### src/rtl/jedro_1_shift_cmp_unit.sv
// Registered shift/compare unit for the jedro_1 ALU: SLL/SRL/SRA barrel shifts
// plus signed/unsigned set-less-than, presented one cycle after a request.
module jedro_1_shift_cmp_unit #(
  parameter int DATA_WIDTH = 32
) (
  input  logic                  clk_i,
  input  logic                  rst_i,
  input  logic                  valid_i,
  input  logic [2:0]            op_sel_i,
  input  logic [DATA_WIDTH-1:0] opa_i,
  input  logic [DATA_WIDTH-1:0] opb_i,
  output logic [DATA_WIDTH-1:0] res_o,
  output logic                  valid_o
);

  // Handshake: valid_i is a one-cycle request strobe with no ready/backpressure;
  // every request accepted at edge N yields valid_o=1 for exactly the cycle after N.

  localparam logic [2:0] OP_SLL  = 3'b000;
  localparam logic [2:0] OP_SRL  = 3'b001;
  localparam logic [2:0] OP_SRA  = 3'b010;
  localparam logic [2:0] OP_SLT  = 3'b011;
  localparam logic [2:0] OP_SLTU = 3'b100;

  logic [4:0]                 shamt;
  logic                       fill_bit;
  logic [5:0][DATA_WIDTH-1:0] sl_st;
  logic [5:0][DATA_WIDTH-1:0] sr_st;
  logic                       slt_bit;
  logic                       sltu_bit;
  logic [DATA_WIDTH-1:0]      res_next;

  // The shift amount is fixed at 5 bits, so only DATA_WIDTH = 32 is meaningful.
  assign shamt    = opb_i[4:0];
  assign fill_bit = (op_sel_i == OP_SRA) & opa_i[DATA_WIDTH-1];

  assign sl_st[0] = opa_i;
  assign sr_st[0] = opa_i;

  for (genvar s = 0; s < 5; s++) begin : g_stage
    localparam int SH = 1 << s;
    assign sl_st[s+1] = shamt[s] ? {sl_st[s][DATA_WIDTH-1-SH:0], {SH{1'b0}}} : sl_st[s];
    assign sr_st[s+1] = shamt[s] ? {{SH{fill_bit}}, sr_st[s][DATA_WIDTH-1:SH]} : sr_st[s];
  end

  assign slt_bit  = $signed(opa_i) < $signed(opb_i);
  assign sltu_bit = opa_i < opb_i;

  always_comb begin
    res_next = '0;
    case (op_sel_i)
      OP_SLL:  res_next = sl_st[5];
      OP_SRL,
      OP_SRA:  res_next = sr_st[5];
      OP_SLT:  res_next = {{(DATA_WIDTH-1){1'b0}}, slt_bit};
      OP_SLTU: res_next = {{(DATA_WIDTH-1){1'b0}}, sltu_bit};
      default: res_next = '0;
    endcase
  end

  // Reset wins over a same-cycle request; idle cycles hold the last result.
  always_ff @(posedge clk_i) begin
    if (rst_i) begin
      res_o   <= '0;
      valid_o <= 1'b0;
    end else begin
      valid_o <= valid_i;
      if (valid_i) begin
        res_o <= res_next;
      end
    end
  end

endmodule

### config.mk
export PLATFORM = sky130hd
export DESIGN_NAME = jedro_1_shift_cmp_unit
export DESIGN_NICKNAME = d
export VERILOG_FILES = /design/src/rtl/jedro_1_shift_cmp_unit.sv
export SDC_FILE = /design/constraint.sdc
export NUM_CORES = 1
export LEC_CHECK = 0
export CAP_MARGIN = 20
export CORE_MARGIN = 2
export CORE_UTILIZATION = 49
export CTS_BUF_LIST = sky130_fd_sc_hd__clkbuf_8 sky130_fd_sc_hd__clkbuf_16
export DETAILED_ROUTE_END_ITERATION = 7
export PLACE_DENSITY_LB_ADDON = 0.2
export SYNTH_ARGS = -nofsm -noshare
export SYNTH_HDL_FRONTEND = slang
export SYNTH_SLANG_ARGS = --single-unit
### constraint.sdc
create_clock -name clk_i -period 3.3 [get_ports clk_i]
set_input_delay 0.66 -clock clk_i [delete_from_list [all_inputs] [get_ports clk_i]]
set_output_delay 0.66 -clock clk_i [all_outputs]
set_load 0.03 [all_outputs]
* After elaboration in Yosys (flattened, before gate mapping)
Index checks and enable logic that the tools add are counted.
** Storage, ports and cells
- Input port bits :: 70
- Logic and storage cells :: 22
- Register bits :: 33
** Cells by class
- Bitwise logic cells :: 1
- Reductions and logical operators :: 2
- Eq/ne operators :: 4
- Mux-type cells :: 11
- Magnitude comparators :: 2
** Operators by type and width (count)
- two-way mux 32 bit :: 10
- one-hot mux 32 bit (4 select lines) :: 1
- less-than comparator 32 bit :: 2
- == test 3 x 2 -> 1 bit, second input constant :: 2
- == test 3 x 1 -> 1 bit, second input constant :: 1
- == test 3 bit, second input constant :: 1
- logical NOT 3 bit :: 1
- OR reduction 2 bit :: 1
- bitwise AND 1 bit :: 1

* Depth between registers and ports, before layout
- Depth in word-level cells :: 8
- Gate-level depth with buffers :: 12
- Depth with buffers taken out :: 9

* Worst setup path after synthesis
No wires, ideal clock.
- Path kind :: input to register
- Start :: input port opb_i[2]
- End :: register res_o[0]
- Data required time :: 3.238 ns
- Stages :: 12
- Arrival :: 3.191 ns
- Setup time :: 0.062 ns
- Slack :: 0.047 ns
- Cell sequence :: clkinv_1 -> buf_4 -> buf_2 -> buf_2 -> ha_1 -> a211o_1 -> a31oi_1 -> nor4_1 -> o311ai_1 -> a41oi_1 -> or4_1 -> nand3_1
** On the way
- Word-level cells in the longest chain between the ends :: 4
- Elaborated cells on any way between the ends :: 9
- Those cells by class :: order compare: 2; mux: 7
** RTL lines
- start, declared :: RTL line 11 : input logic [DATA_WIDTH-1:0] opb_i,
- parallel branches: the longest is 3 deep, another holds less-than comparator 32 bit
- one-hot mux 32 bit (4 select lines) (*) :: RTL line 51 : case (op_sel_i)
- end signal, assigned :: RTL line 69 : res_o <= res_next;
- end, declared :: RTL line 12 : output logic [DATA_WIDTH-1:0] res_o,
Every way passes the cells marked *.
A chain may end at the register's enable or synchronous reset.

* Worst setup path in the final report
- Start :: input port opa_i[2]
- End :: register res_o[0]
** On the way
- Word-level cells in the longest chain between the ends :: 6
- Elaborated cells on any way between the ends :: 8
- Those cells by class :: order compare: 2; mux: 6
** RTL lines
- start, declared :: RTL line 10 : input logic [DATA_WIDTH-1:0] opa_i,
- parallel branches: the longest is 5 deep, another holds less-than comparator 32 bit
- one-hot mux 32 bit (4 select lines) (*) :: RTL line 51
Marked as above.

==> key figures <==
Layout
  • Most frequent cells in the layout: clkdlybuf4s50_1 (98), nand2_1 (80), nor2_1 (76)
  • Area Growth Syn to Fin: 23.7%
  • Fin nets: 874
  • Non-Filler Instances: 914
  • Most common cell after layout, fill and taps aside: clkdlybuf4s50_1
  • Layout cells sized above 1: 16.5%
  • Antenna fix cells: 0
  • Design area: 6740 µm²

Placement
  • Post-Place Cell Area: 6590 µm²
  • Post-placement cell count: 905
  • DP Wirelength: 16.3 mm
  • Gpl congestion: 0.960
  • Port Buf Inserts: 102

Worst setup path
  • WP buf/inv: 2
  • Worst Path Required: 3560 ps
  • Crit end category: flop
  • Slowest-stage cell, CP: or4_1
  • Crit start category: primary input
  • CP cell instances: clkdlybuf4s50_1 > ha_1 > a211o_1 > a31oi_1 > nor4_1 > o311ai_1 > buf_4 > a41oi_1 > or4_1 > nand3_1
  • Kind of critical path: in -> reg
  • Worst path arrival time: 3110 ps
  • Critical Path Max Stage Delay: 510 ps
  • Maximum fanout along the worst path: 2
  • Crit-path leading delay family: compound AO/OA/AOI/OAI gates

Routing
  • WL met3: 1.44 mm
  • Drt pass-1 iters: 5
  • Vias: 5911
  • 1st-iter DRT viols: 674
  • Drt wl/cell: 22.1 µm
  • DRC Markers: 0
  • DRT antenna net count: 0
  • Vias per cell: 6.47
  • M1 wire length: 8.58 mm
  • Max layer used: met4
  • DR WL met2: 9.32 mm
  • Final wirelength: 20.2 mm

Power
  • Power Dens Cells: 267 nW/µm²
  • Pleak: 2.76 nW
  • Maximum vdd drop: 0.204 mV
  • Total power: 0.00180 W

Synthesis
  • Seq cells post-synth: 33
  • Distinct cells, synth: 72
  • Top cell type's share of synthesized area: 12.1%
  • Synth Instances: 677
  • Post-Syn Nets: 778
  • EDFF count, synth: 0
  • Leading area contributor after synthesis: dfxtp_1
  • Post-Syn Area: 5440 µm²
  • Main combinational cell family by area after synthesis: multiplexers
  • Asr flop ratio synth: 0%
  • Mux cell area share after synthesis: 30.3%
  • YS warnings: 0
  • Post-Synth XOR/XNOR Area: 0.161%
  • Post-synthesis compound-gate area fraction: 26.1%
  • Post-Synth Adder-Cell Area: 7.12%
  • Post-synth top flop: dfxtp_1
  • Syn avg cell area: 8.04 µm²
  • Post-Synth Simple-Gate Area: 15.6%
  • Synth top area cells: dfxtp_1 (12%), mux2i_1 (12%), mux4_2 (12%), ha_1 (7.1%), mux2_2 (5.8%)
  • Sequential area share after synthesis: 12.1%

Timing
  • FMAX: 351 MHz
  • Crit path time final: 2850 ps
  • Worst Clk Skew: 0 ps
  • Crit share post-route: 86.4%
  • WHS: 440 ps
  • RSZ-0062 raised after global routing: no
  • Slew headroom: 50.4%
  • Final slew viol count: 0
  • Setup violators final: 0
  • Final hold vios: 0
  • Setup TNS: 0 ps
  • Worst Tran Pin Value: 741 ps

Floorplanning
  • Die height: 109 µm
  • Starting density of the core: 50.2%
  • FP Rows: 38
  • Core area: 10800 µm²
  • Die footprint: 12000 µm²
  • Top Ports: 103
  • Die width: 109 µm

Run status
  • Status: finished clean

Job
  • Max-cap violations: 0

Clock network
  • Root Buffer: clkbuf_8
  • # hold bufs at CTS: 0
  • Post-CTS Setup Repair Bufs: 0
  • CTS sink count: 33
  • Clk Latency, worst-skew pair: 310 ps
  • TritonCTS clock tree: built
  • Num CTS Buffers: 5
  • Post-CTS sizing: 0
  • Clock tree buffer depth: 2
  • Worst-path clk slew: 90 ps
  • H-Tree Depth: 2

Hold path
  • Worst Hold Class: reg -> reg

GRT
  • Overall Global Routing Usage: 33.2%
  • GRT Residual Overflow: 0
  • Largest net degree at the start of global routing: 65
  • First-pass GRT wire length: 29.8 mm
  • Initial antenna violation count: 0
  • Via count of the first global-routing pass: 5383
layout make-up:
| type | count | area (µm²) |
|---|---|---|
| well taps | 140 | 175 |
| flip-flops and latches | 33 | 661 |
| fillers | 1018 | 4110 |
| clock buffers | 5 | 68.8 |
| inverters | 36 | 135 |
| multi-input cells | 556 | 4310 |
| repair buffers | 141 | 1310 |
| clock inverters | 3 | 68.8 |
per-layer routing:
metal / track usage, % / vias up
met5: 0 / -
met4: 13.1 / 0
met3: 4.68 / 52
met2: 54.4 / 300
met1: 44.0 / 2803
li1: - / 2756
worst paths after layout:
check                           startpoint        end  slack [ps]  cells after the start
worst max-delay path              opa_i[2]   res_o[0]         450                     10
worst min-delay path             res_o[16]  res_o[16]         440                      2
worst max register to register    res_o[0]   res_o[0]        1710                      6
worst min register to register   res_o[16]  res_o[16]         440                      2
sequential cells by signal (all words and copies together), names as in the netlist:
signal,flops
valid_o,1
res_o,32
worst min-delay path, stage by stage, from the launching register on:
cell and delay [ps]:
dfxtp_1 310, nand2_1 50, nand2_1 40
cell usage after synthesis, types with 9 or more instances:
| library cell | number |
|---|---|
| nor2_1 | 76 |
| o21ai_0 | 32 |
| dfxtp_1 | 33 |
| ha_1 | 31 |
| o22ai_1 | 10 |
| buf_6 | 10 |
| a211oi_1 | 12 |
| clkbuf_1 | 23 |
| buf_2 | 10 |
| mux2_2 | 28 |
| a21oi_1 | 45 |
| o211ai_1 | 12 |
| nand2_1 | 80 |
| mux2i_1 | 63 |
| a21o_1 | 13 |
| inv_1 | 32 |
| mux4_2 | 28 |
| o21ai_1 | 9 |
kinds of logic (layout without fill, tap and decap cells):
group | after synthesis | count (layout)
muxes | 124 | 124
adders and majority gates | 31 | 31
buffers and inverters | 88 | 185
and+or+nand+nor | 195 | 195
xor gates and xnor gates | 1 | 1
DFF | 33 | 33
AOI/OAI and AO/OA | 205 | 205
metrics by stage:
stage / utilization, % / worst slack (ps)
floorplan: - / 47.1
global placement: 60.8 / 125
detailed placement: 60.8 / 101
CTS: 62.0 / 442
global route: 62.1 / 291
finish: 62.1 / 448
power breakdown:
part	internal, W	switching, W
logic	0.000383	0.000508
clock network	0.000304	0.000185
registers	0.000408	0.00000632
Power figures use the tool's default switching activity.
